===== config.mk =====
export PLATFORM = sky130hd
export DESIGN_NAME = imem_fetch_ctrl_flat
export DESIGN_NICKNAME = d
export VERILOG_FILES = /design/src/rtl/ifetch_pkg.sv /design/src/rtl/imem_fetch_ctrl_if.sv /design/src/rtl/ifetch_fifo.sv /design/src/rtl/imem_fetch_ctrl.sv /design/src/flat_wrapper.sv
export SDC_FILE = /design/constraint.sdc
export NUM_CORES = 1
export LEC_CHECK = 0
export ABC_AREA = 1
export BUFFER_PORTS_ARGS = -buffer_cell sky130_fd_sc_hd__buf_2
export CAP_MARGIN = 30
export CORE_UTILIZATION = 48
export CTS_BUF_LIST = sky130_fd_sc_hd__clkbuf_2
export CTS_CLUSTER_SIZE = 16
export DETAILED_ROUTE_END_ITERATION = 6
export GPL_TIMING_DRIVEN = 0
export PLACE_DENSITY = 0.74
export SLEW_MARGIN = 30
export SYNTH_ARGS = -nofsm -noshare
export SYNTH_HDL_FRONTEND = slang
export SYNTH_SLANG_ARGS = --single-unit

===== constraint.sdc =====
create_clock -name clk -period 5.4 [get_ports clk]
set_input_delay 1.08 -clock clk [delete_from_list [all_inputs] [get_ports clk]]
set_output_delay 1.08 -clock clk [all_outputs]
set_load 0.01 [all_outputs]

===== src/rtl/ifetch_pkg.sv =====
// Shared types and constants for the instruction fetch controller.
package ifetch_pkg;

    localparam int unsigned     XLEN       = 32;
    localparam int unsigned     FIFO_DEPTH = 2;
    localparam logic [XLEN-1:0] PC_STEP    = 32'd4;

    typedef enum logic [1:0] {
        BOOT,
        RUN,
        HALTED
    } state_t;

    typedef struct packed {
        logic [XLEN-1:0] pc;
        logic [XLEN-1:0] instr;
    } fetch_entry_t;

endpackage


===== src/rtl/imem_fetch_ctrl_if.sv =====
// Bus bundle of the fetch controller: memory port, loader readback, redirect/halt and decode handshake.
interface imem_fetch_ctrl_if #(
    parameter int unsigned N = 32
);
    logic [N-1:0] mem_addr;
    logic [N-1:0] mem_rdata;
    logic         dbg_req;
    logic [N-1:0] dbg_addr;
    logic         dbg_gnt;
    logic         redirect;
    logic [N-1:0] redirect_pc;
    logic         halt;
    logic         dec_valid;
    logic         dec_ready;
    logic [N-1:0] dec_instr;
    logic [N-1:0] dec_pc;

    // Controller side.
    modport master (
        output mem_addr, dbg_gnt, dec_valid, dec_instr, dec_pc,
        input  mem_rdata, dbg_req, dbg_addr, redirect, redirect_pc, halt, dec_ready
    );

    // Memory, loader and pipeline side.
    modport slave (
        input  mem_addr, dbg_gnt, dec_valid, dec_instr, dec_pc,
        output mem_rdata, dbg_req, dbg_addr, redirect, redirect_pc, halt, dec_ready
    );

endinterface


===== src/rtl/ifetch_fifo.sv =====
// Two-entry prefetch FIFO holding {pc, instr}; flush wins over push and pop.
module ifetch_fifo
    import ifetch_pkg::*;
(
    input  logic         clk,
    input  logic         rst,
    input  logic         push,
    input  fetch_entry_t push_data,
    input  logic         pop,
    input  logic         flush,
    output logic         full,
    output logic         empty,
    output fetch_entry_t head
);

    fetch_entry_t mem_q [FIFO_DEPTH];
    logic         wr_ptr_q;
    logic         rd_ptr_q;
    logic [1:0]   count_q;
    logic         do_push;
    logic         do_pop;

    assign full    = (count_q == 2'd2);
    assign empty   = (count_q == 2'd0);
    assign head    = mem_q[rd_ptr_q];
    assign do_pop  = pop & ~empty & ~flush;
    // A push into a full FIFO is accepted only when the head leaves in the same cycle.
    assign do_push = push & ~flush & (~full | do_pop);

    // NOTE: sequential state uses non-blocking assignments so every register samples pre-edge values.
    always_ff @(posedge clk or negedge rst) begin
        if (!rst) begin
            wr_ptr_q <= 1'b0;
            rd_ptr_q <= 1'b0;
            count_q  <= 2'd0;
        end else if (flush) begin
            wr_ptr_q <= 1'b0;
            rd_ptr_q <= 1'b0;
            count_q  <= 2'd0;
        end else begin
            if (do_push) wr_ptr_q <= ~wr_ptr_q;
            if (do_pop)  rd_ptr_q <= ~rd_ptr_q;
            count_q <= count_q + {1'b0, do_push} - {1'b0, do_pop};
        end
    end

    // NOTE: storage is not reset; the count alone defines validity and the head is masked when empty.
    always_ff @(posedge clk) begin
        if (do_push) mem_q[wr_ptr_q] <= push_data;
    end

endmodule


===== src/rtl/imem_fetch_ctrl.sv =====
// Instruction fetch controller: PC sequencing, fixed-priority port sharing with the loader, prefetch FIFO.
// Optional IFETCH_PERF_EN adds perf_fetch_cnt / perf_stall_cnt outputs. N must equal ifetch_pkg::XLEN.
module imem_fetch_ctrl
    import ifetch_pkg::*;
#(
    parameter int unsigned N        = XLEN,
    parameter logic [N-1:0] RESET_PC = '0
) (
    input  logic                clk,
    input  logic                rst,
    imem_fetch_ctrl_if.master   bus
`ifdef IFETCH_PERF_EN
    ,
    output logic [31:0]         perf_fetch_cnt,
    output logic [31:0]         perf_stall_cnt
`endif
);

    state_t       state_q, state_d;
    logic [N-1:0] pc_q, pc_d;
    logic         fifo_full, fifo_empty;
    fetch_entry_t fifo_head;
    fetch_entry_t push_entry;
    logic         pop;
    logic         fetch;
    logic         unused_redirect_lsbs;

    // The loader always wins the port; grant is suppressed while reset is asserted.
    assign bus.dbg_gnt  = bus.dbg_req & rst;
    assign bus.mem_addr = bus.dbg_gnt ? bus.dbg_addr : pc_q;

    assign pop   = ~fifo_empty & bus.dec_ready;
    assign fetch = (state_q == RUN) & ~bus.dbg_req & ~bus.redirect & (~fifo_full | pop);

    assign push_entry = '{pc: pc_q, instr: bus.mem_rdata};

    assign bus.dec_valid = ~fifo_empty;
    assign bus.dec_instr = fifo_empty ? '0 : fifo_head.instr;
    assign bus.dec_pc    = fifo_empty ? '0 : fifo_head.pc;

    assign unused_redirect_lsbs = ^bus.redirect_pc[1:0];

    ifetch_fifo u_fifo (
        .clk       (clk),
        .rst       (rst),
        .push      (fetch),
        .push_data (push_entry),
        .pop       (pop),
        .flush     (bus.redirect),
        .full      (fifo_full),
        .empty     (fifo_empty),
        .head      (fifo_head)
    );

    // NOTE: every combinational output gets a default first so no path infers a latch.
    always_comb begin
        state_d = state_q;
        pc_d    = pc_q;
        case (state_q)
            BOOT:    state_d = RUN;
            RUN:     if (bus.halt)  state_d = HALTED;
            HALTED:  if (!bus.halt) state_d = RUN;
            default: state_d = BOOT;
        endcase
        if (bus.redirect) begin
            pc_d = {bus.redirect_pc[N-1:2], 2'b00};
        end else if (fetch) begin
            pc_d = pc_q + PC_STEP;
        end
    end

    always_ff @(posedge clk or negedge rst) begin
        if (!rst) begin
            state_q <= BOOT;
            pc_q    <= RESET_PC;
        end else begin
            state_q <= state_d;
            pc_q    <= pc_d;
        end
    end

`ifdef IFETCH_PERF_EN
    always_ff @(posedge clk or negedge rst) begin
        if (!rst) begin
            perf_fetch_cnt <= '0;
            perf_stall_cnt <= '0;
        end else begin
            if (fetch)                       perf_fetch_cnt <= perf_fetch_cnt + 32'd1;
            if ((state_q == RUN) && !fetch)  perf_stall_cnt <= perf_stall_cnt + 32'd1;
        end
    end
`endif

endmodule


===== src/flat_wrapper.sv =====
// flat-port wrapper written by rule: the top's interface ports become plain ports
module imem_fetch_ctrl_flat import ifetch_pkg::*;
#(
    parameter int unsigned N        = XLEN,
    parameter logic [N-1:0] RESET_PC = '0
)
  (clk, rst, bus_mem_addr, bus_dbg_gnt, bus_dec_valid, bus_dec_instr, bus_dec_pc, bus_mem_rdata, bus_dbg_req, bus_dbg_addr, bus_redirect, bus_redirect_pc, bus_halt, bus_dec_ready);
  imem_fetch_ctrl_if #(.N(N)) bus_i ();
  input  logic clk;
  input  logic rst;
  output wire logic [$bits(bus_i.mem_addr)-1:0] bus_mem_addr;
  output wire logic [$bits(bus_i.dbg_gnt)-1:0] bus_dbg_gnt;
  output wire logic [$bits(bus_i.dec_valid)-1:0] bus_dec_valid;
  output wire logic [$bits(bus_i.dec_instr)-1:0] bus_dec_instr;
  output wire logic [$bits(bus_i.dec_pc)-1:0] bus_dec_pc;
  input wire logic [$bits(bus_i.mem_rdata)-1:0] bus_mem_rdata;
  input wire logic [$bits(bus_i.dbg_req)-1:0] bus_dbg_req;
  input wire logic [$bits(bus_i.dbg_addr)-1:0] bus_dbg_addr;
  input wire logic [$bits(bus_i.redirect)-1:0] bus_redirect;
  input wire logic [$bits(bus_i.redirect_pc)-1:0] bus_redirect_pc;
  input wire logic [$bits(bus_i.halt)-1:0] bus_halt;
  input wire logic [$bits(bus_i.dec_ready)-1:0] bus_dec_ready;
  assign bus_mem_addr = bus_i.mem_addr;
  assign bus_dbg_gnt = bus_i.dbg_gnt;
  assign bus_dec_valid = bus_i.dec_valid;
  assign bus_dec_instr = bus_i.dec_instr;
  assign bus_dec_pc = bus_i.dec_pc;
  assign bus_i.mem_rdata = bus_mem_rdata;
  assign bus_i.dbg_req = bus_dbg_req;
  assign bus_i.dbg_addr = bus_dbg_addr;
  assign bus_i.redirect = bus_redirect;
  assign bus_i.redirect_pc = bus_redirect_pc;
  assign bus_i.halt = bus_halt;
  assign bus_i.dec_ready = bus_dec_ready;
  imem_fetch_ctrl #(.N(N), .RESET_PC(RESET_PC)) u_core (.clk(clk), .rst(rst), .bus(bus_i));
endmodule

# --- After elaboration in Yosys (flattened, before gate mapping) ---
# Memory sizes are Yosys's and may differ from the RTL's.
# Cells that the tools add are included.
word_totals:
  ff_bits: 38
  mem_bits_rw: 128
  memories: 1
  input_bits: 102
  wordCells: 52
mem_list:
  columns: ["name", "depth", "word_bits", "read_ports", "rd_clocked_by_memory_dff", "write_ports", "line_no", "rtl"]
  rows:
  - ["u_core.u_fifo.mem_q", 2, 64, 1, 0, 1, "ifetch_fifo.sv:16", "fetch_entry_t mem_q [FIFO_DEPTH];"]
classes:
  reduce_logical: 6
  add_sub_neg: 3
  n_mux: 15
  eq_ne: 5
  bitwise_logic: 17
op_table:
  columns: ["op", "count"]
  rows:
  - ["$mux 32", 5]
  - ["$add 32x3->32 const B", 1]
  - ["$and 1x1->1", 9]
  - ["$mux 1", 6]
  - ["$mux 2", 3]
  - ["$not 1->1", 6]
  - ["$pmux 2 s3", 1]
  - ["$reduce_bool 2->1", 3]
  - ["$eq 2x2->1 const B", 2]
  - ["$logic_not 2->1", 2]
  - ["$ne 2x2->1 const B", 2]
  - ["$add 2x1->2", 1]
  - ["$eq 2x1->1 const B", 1]
  - ["$or 1x1->1", 2]
  - ["$reduce_and 2->1", 1]
  - ["$sub 2x1->2", 1]

# --- Logic depth before layout (Yosys ltp) ---
# Gate-level depths: netlist of run 1.
logic_depth:
  word_depth: 10
  ltp_mapped: 10

# --- Modules after synthesis ---
# From an unflattened synthesis of run 1, not the netlist that was laid out.
hier_totals:
  hier_cells: 956
  hier_area_um2: 8107.8
modules_own_cells:
  columns: ["mod", "cells_per_inst", "area_each_um2", "n_inst", "seq_area_each_um2"]
  rows:
  - ["ifetch_fifo", 375, 4942.2, 1, 3943.8]
  - ["imem_fetch_ctrl", 581, 3165.5, 1, 800.8]

# --- Worst setup path before layout of run 1 ---
# Ideal clock, no wire load.
synth_path:
  kind: "input to register"
  from: "in bus_redirect"
  to: "mem u_core.u_fifo.mem_q[1][0] (netlist name) (enable)"
  required_ps: 4918
  arrival_time_ps: 4288
  slack_ps: 630
  cell_stages: 6
  cell_sequence: "buf_4 -> inv_2 -> buf_4 -> nand4_1 -> buf_4 -> nor2_1"
synth_between:
  elab_chain_cells: 7
synth_lines:
  columns: ["element", "line_no", "rtl"]
  rows:
  - ["start: declaration", "flat_wrapper.sv:19", "input wire logic [$bits(bus_i.redirect)-1:0] bus_redirect;"]
  - ["$not 1->1 (*)", "ifetch_fifo.sv:26, ifetch_fifo.sv:28, imem_fetch_ctrl.sv:33", null]
  - ["$and 1x1->1 (2 in a row)", "imem_fetch_ctrl.sv:33", "assign fetch = (state_q == RUN) & ~bus.dbg_req & ~bus.redirect & (~fifo_full | pop);"]
  - ["$and 1x1->1", "ifetch_fifo.sv:28", "assign do_push = push & ~flush & (~full | do_pop);"]
  - ["$and 1x1->1 (*)", "ifetch_fifo.sv:28", null]
  - ["$mux 1 (*)", "ifetch_fifo.sv:49", "if (do_push) mem_q[wr_ptr_q] <= push_data;"]
  - ["$mux 1 (implied by the code) (*)", "ifetch_fifo.sv:49", null]
  - ["end: declaration", "ifetch_fifo.sv:16", null]
# Every way passes the cells marked *; elsewhere a longest branch is shown, timed or not.

# --- Worst setup path in the final report of run 1 ---
layout_path:
  from: "in rst"
  to: "out bus_mem_addr[19]"
layout_between:
  elab_chain_cells: 2
layout_lines:
  columns: ["element", "line_no", "rtl"]
  rows:
  - ["start: declaration", "flat_wrapper.sv:10", "input logic rst;"]
  - ["$and 1x1->1", "imem_fetch_ctrl.sv:29", "assign bus.dbg_gnt = bus.dbg_req & rst;"]
  - ["$mux 32", "imem_fetch_ctrl.sv:30", "assign bus.mem_addr = bus.dbg_gnt ? bus.dbg_addr : pc_q;"]
  - ["end: declaration", "flat_wrapper.sv:11", "output wire logic [$bits(bus_i.mem_addr)-1:0] bus_mem_addr;"]
# No other way between the ends.

==> metrics.md, run 1 <==
| Metric | Value |
|---|---|
| Status | completed |
| Cell count after synthesis | 834 |
| Placed cells | 1246 |
| Detail Route Antenna Nets | 0 |
| Largest net degree at the start of global routing | 38 |
| Crit path largest cell delay | 0.30 ns |
| Mapped cell area | 7570 sq um |
| Final Util | 0.606 |
| Max FO, Critical Path | 13 |
| Critical path type | in2out |
| Startpoint types | input pin |
| Filler instances | 1359 |
| Max VDD drop | 0.117 mV |
| DRC | 0 |
| Die area | 16300 sq um |
| CP endpoint kind | output port |
| Slew @ Worst Pin | 0.890 ns |
| Clk pin slew, worst setup/hold paths | 0.24 ns |
| Fin Setup TNS | 0 ns |
| H-tree levels | 4 |
| Clock Tree Buf Depth | 2 |
| Hold Buf Count CTS | 0 |
| Total number of vias | 6368 |
| Final Slew Violations | 0 |
| Multi-input gate area | 2520 sq um |
| Worst EP arrival | 2.69 ns |
| Core area | 15300 sq um |
| Unrepaired setup endpoints after global routing | no |
| Routed Wire Length | 19600 um |
| Most used cell, CP | buf_2 |
| CTS tree | built |
| Worst EP required | 4.32 ns |
| Hold Slack | 0.181 ns |
| Synth top area share | 0.492 |
| Via/cell ratio | 4.98 |
| Clk sinks | 160 |
| Global-route wire length before repair | 29900 um |
| Fmax | 0.265 GHz |
| GP Congestion | 0.945 |
| Area after DPL | 8980 sq um |
| Layout cells sized above 1 | 0.256 |
| Inserted Clock Buffers | 17 |
| Seq cells post-synth | 160 |
| Gr ovfl total | 0 |
| Final min period | 3.77 ns |
| Post-synth top area cell | edfxtp_1 |
| Yosys warnings | 0 |
| Antenna Cells | 0 |
| Post-synth EDFFs | 124 |
| Mean Syn Cell Area | 9.07 sq um |
| Number of max-cap violations | 0 |
| R2R cell count | 9 |
| FF+latch area | 4620 sq um |
| Most frequent cell after synthesis | nand2_1 |
| Dpl hpwl | 14200 um |
| GRT Util Overall | 0.247 |
| Area contributors post-synth | edfxtp_1 49%, nand2_1 16%, dfrtp_1 12% |
| Initial antenna violation count | 0 |
| Crit-path slowest cell | buf_2 |
| Post-cts sizing count | 0 |
| Final std cells w/o fill | 1279 |
| DR iter-0 viols | 458 |
| Die width | 128 um |
| Async set-reset flop share out of synthesis | 0.225 |
| Post-CTS Setup Repair Bufs | 0 |
| Die Y | 128 um |
| Leakage | 4.18 nW |
| Worst min path class | in2async |
| Tcrit/Tclk final | 0.698 |
| Row count | 45 |
| IO Pins | 200 |
| Final setup fails | 0 |
| Drt wl/cell | 15.3 um |
| Final hold vios | 0 |
| Drt pass-1 iters | 5 |
| Clock skew | 0.0320 ns |
| Sequential fraction of the synthesis area | 0.611 |
| Initial Util | 0.494 |
| Area Overhead vs Synth | 22.7% |
| Clock Tree Root | clkbuf_2 |
| IO buf count | 194 |
| Clock Latency Late Sink | 0.74 ns |
| Final nets | 1160 |
| Pwr/cell area | 351 nW/um^2 |
| Main synth FF type | edfxtp_1 |
| Relative slew slack | 0.404 |
| Cell variety after synth | 31 |
| Vias in the first global route | 5873 |
| Most instantiated cells after synthesis | 327 x nand2_1, 124 x edfxtp_1, 67 x nand3_1, 63 x a21oi_1, 59 x inv_1 |
| Fin area | 9290 sq um |
| Crit path cell chain | buf_2 > nand2_1 > inv_1 > buf_2 > buf_2 > nand2_1 > o21ai_0 > buf_2 |
final timing paths:
path / from / end / slack, ns
min: rst / u_core.pc_q[26] / 0.18
max in group asynchronous: rst / u_core.u_fifo.rd_ptr_q / 4.74
max reg2reg: u_core.u_fifo.count_q[1] / u_core.u_fifo.count_q[1] / 3.18
min in group clk: bus_mem_rdata[23] / u_core.u_fifo.mem_q[1][23] / 0.52
min reg2reg: u_core.state_q[1] / u_core.state_q[0] / 0.55
max: rst / bus_mem_addr[19] / 1.63
worst max-delay path: cells and delay by family:
kind,cells,cell delay (ns)
simple gates,2,0.32
buf+inv,5,1.18
compound gates,1,0.10
cell type report:
class / count / share of cell area
Clock buffer: 18 / 0.00970
Timing Repair Buffer: 201 / 0.125
Buffer: 39 / 0.0212
Clock inverter: 14 / 0.0205
Multi-Input combinational cell: 571 / 0.271
Inverter: 65 / 0.0263
Tap cell: 211 / 0.0284
Sequential cell: 160 / 0.498
per-stage QoR:
stage | total power, mW | setup WS [ns]
floorplan | 2.14 | 0.630
global placement | 2.51 | -1.08
detailed placement | 2.55 | 1.11
CTS | 3.27 | 1.09
global route | 3.44 | 1.51
finish | 3.26 | 1.63
kinds of logic after synthesis:
family / synth area share
AND/OR/NAND/NOR: 0.249
flip-flops: 0.611
buffers and inverters: 0.0582
AO/OA/AOI/OAI: 0.0683
XOR/XNOR: 0.00810
adder cells (fa/ha/maj): 0.00496
other: 0.000495
power breakdown:
part	switching (mW)	internal, mW	total (mW)
combinational	0.598	0.329	0.927
clock	0.425	0.305	0.730
sequential	0.116	1.49	1.60
cell usage in the layout (no fill, tap or decap), drive strengths merged:
cell type,netlist,final
xor2,5,5
o21a,1,1
or2,1,1
nand4,2,2
nor2,54,54
dfrtp,36,36
buf,18,219
and2,1,1
clkinv,1,7
o211ai,1,1
xnor2,2,2
nor3,1,1
inv,64,65
clkbuf,21,39
o21bai,1,1
conb,1,2
ha,3,3
nand3,67,67
clkinvlp,0,3
nand2,332,332
o21ai,34,34
bufinv,0,4
a21oi,64,64
edfxtp,124,124
state kept, by name (all words and copies together) (netlist names):
name and cells:
u_core.u_fifo.wr_ptr_q 1, u_core.state_q 2, u_core.pc_q 30, u_core.u_fifo.mem_q 124, u_core.u_fifo.rd_ptr_q 1, u_core.u_fifo.count_q 2
routing by layer:
layer	share of wire	up-vias	track usage
met1	0.43	2875	0.311
met4	0.025	0	0.0997
met2	0.48	280	0.421
met5	0	-	0
met3	0.067	36	0.0452
li1	-	3177	-
Power figures use the tool's default switching activity.
==> inputs of run 2 (changes only) <==
- clock period: 5.4 -> 3.6 ns (I/O delays scaled with it)
==> metrics.md, run 2 (synthesis gave the netlist of run 1 again) <==
| Metric | Value |
|---|---|
| Multi-input gate area | 2520 sq um |
| Worst min path class | in2reg |
| Die width | 128 um |
| Detail Route Antenna Nets | 0 |
| Clk pin slew, worst setup/hold paths | 0.24 ns |
| Initial antenna violation count | 0 |
| Worst EP arrival | 2.58 ns |
| Area Overhead vs Synth | 23.8% |
| Total number of vias | 6389 |
| Row count | 45 |
| Reg2Reg Setup Slack | 1.38 ns |
| Clock power frac | 0.244 |
| FF+latch area | 4620 sq um |
| Max VDD drop | 0.198 mV |
| Sw power | 1.70 mW |
| DRC | 0 |
| Most frequent cells in the layout | 327 x nand2_1, 203 x buf_2, 124 x edfxtp_1 |
| Layout cells sized above 1 | 0.256 |
| H-tree levels | 4 |
| Post-CTS Setup Repair Bufs | 0 |
| CTS tree | built |
| Antenna Cells | 0 |
| Leakage | 4.22 nW |
| Final setup fails | 0 |
| Worst r2r src | u_core.state_q[1] |
| Die Y | 128 um |
| Slew @ Worst Pin | 0.829 ns |
| Sequential Power Share | 0.477 |
| Number of max-cap violations | 0 |
| Die area | 16300 sq um |
| P_int | 3.33 mW |
| Drt wl/cell | 15.2 um |
| Clock Tree Buf Depth | 2 |
| Final nets | 1162 |
| Core area | 15300 sq um |
| Setup crit end | bus_mem_addr[13] |
| Final std cells w/o fill | 1281 |
| Inserted Clock Buffers | 17 |
| Dpl hpwl | 14200 um |
| Placed cells | 1247 |
| Global-route wire length before repair | 29600 um |
| R2R cell count | 7 |
| Final Util | 0.612 |
| Max FO, Critical Path | 10 |
| Clock Latency Late Sink | 0.74 ns |
| Final min period | 3.30 ns |
| Clock Tree Root | clkbuf_2 |
| Routed Wire Length | 19500 um |
| IO Pins | 200 |
| CP endpoint kind | output port |
| Max reg flops | 124 |
| Largest Register | u_core.u_fifo.mem_q |
| CP startpoint | rst |
| Final Slew Violations | 0 |
| Gr ovfl total | 0 |
| Commonest non-fill, non-tap cell in the layout | nand2_1 |
| Unrepaired setup endpoints after global routing | no |
| Drt pass-1 iters | 6 |
| IO buf count | 194 |
| Post-Place Setup Slack | 0.0102 ns |
| Tcrit/Tclk final | 0.916 |
| Fmax | 0.303 GHz |
| Switch share | 0.338 |
| Via/cell ratio | 4.99 |
| Relative slew slack | 0.445 |
| GP Congestion | 0.943 |
| Final worst slack | 0.302 ns |
| Logic pwr share | 0.278 |
| Status | completed |
| Largest regs | u_core.u_fifo.mem_q x124, u_core.pc_q x30 |
| Fin Setup TNS | 0 ns |
| DR iter-0 viols | 492 |
| Initial Util | 0.494 |
| Critical path type | in2out |
| Capture point of the worst reg-to-reg path | u_core.u_fifo.mem_q[0][56] |
| Clk sinks | 160 |
| Worst EP required | 2.88 ns |
| Vias in the first global route | 5902 |
| Startpoint types | input pin |
| Largest net degree at the start of global routing | 37 |
| GRT Util Overall | 0.244 |
| Final hold vios | 0 |
| Filler instances | 1360 |
| Clock skew | 0.0393 ns |
| Pwr/cell area | 537 nW/um^2 |
==> run 2: cell count changes in the layout (fill, tap and decap cells not counted), sizes merged <==
cell | before | now
buf | 219 | 220
clkinvlp | 3 | 1
clkinv | 7 | 5
bufinv | 4 | 6
dlygate4sd3 | 0 | 1
inv | 65 | 67
==> run 2: how the worst min path moves through the flow <==
stage | endpoint | cells past startpoint | start
2_1_floorplan | u_core.pc_q[10] | 0 | rst
3_3_place_gp | u_core.state_q[0] | 1 | u_core.state_q[1]
3_5_place_dp | u_core.state_q[0] | 1 | u_core.state_q[1]
4_1_cts | u_core.state_q[0] | 2 | bus_halt
5_1_grt | u_core.u_fifo.mem_q[0][8] | 1 | bus_mem_rdata[8]
6_report | u_core.state_q[0] | 2 | bus_halt
==> run 2: critical path, cell delays in order <==
cell	delay, ns
dlygate4sd3_1	0.52
buf_4	0.14
nand2_1	0.15
inv_1	0.12
buf_2	0.27
buf_2	0.29
nand2_1	0.07
o21ai_0	0.11
buf_2	0.18
==> run 2: routing by layer <==
metal / GRT usage / routed length (um)
met5: 0 / 0
met4: 0.107 / 459
met3: 0.0595 / 1560
met2: 0.414 / 9610
met1: 0.298 / 7870
==> run 2: per-stage QoR <==
stage               hold WS, ns  cell area, sq um  power (mW)
floorplan                 0.424              7570        3.21
global placement          0.506              8810        3.76
detailed placement        0.535              9010        3.84
CTS                       0.105              9370        5.05
global route             0.0954              9370        5.31
finish                    0.154              9370        5.04
==> run 2: what timing repair did <==
| item | 4_1_cts | 5_1_grt |
|---|---|---|
| gates resized for setup | 1 | 0 |
| hold buffers | 2 | 0 |
| setup endpoints to repair | 1 | 0 |
| hold endpoints to repair | 36 | 0 |
==> run 2: layout make-up <==
type	instances	area share
plain buffers	39	0.0210
clock buffers	18	0.00961
clock inverters	14	0.0251
inverters	65	0.0260
multi-input cells	571	0.269
flip-flops and latches	160	0.494
well taps	211	0.0282
repair buffers	203	0.128
==> run 2: power by group through the flow <==
stage | logic (mW) | registers, mW | clock network, mW
6_report | 1.40 | 2.40 | 1.23
3_3_place_gp | 1.32 | 2.44 | 0
4_1_cts | 1.41 | 2.40 | 1.24
5_1_grt | 1.56 | 2.43 | 1.32
3_5_place_dp | 1.40 | 2.44 | 0
2_1_floorplan | 0.823 | 2.39 | 0
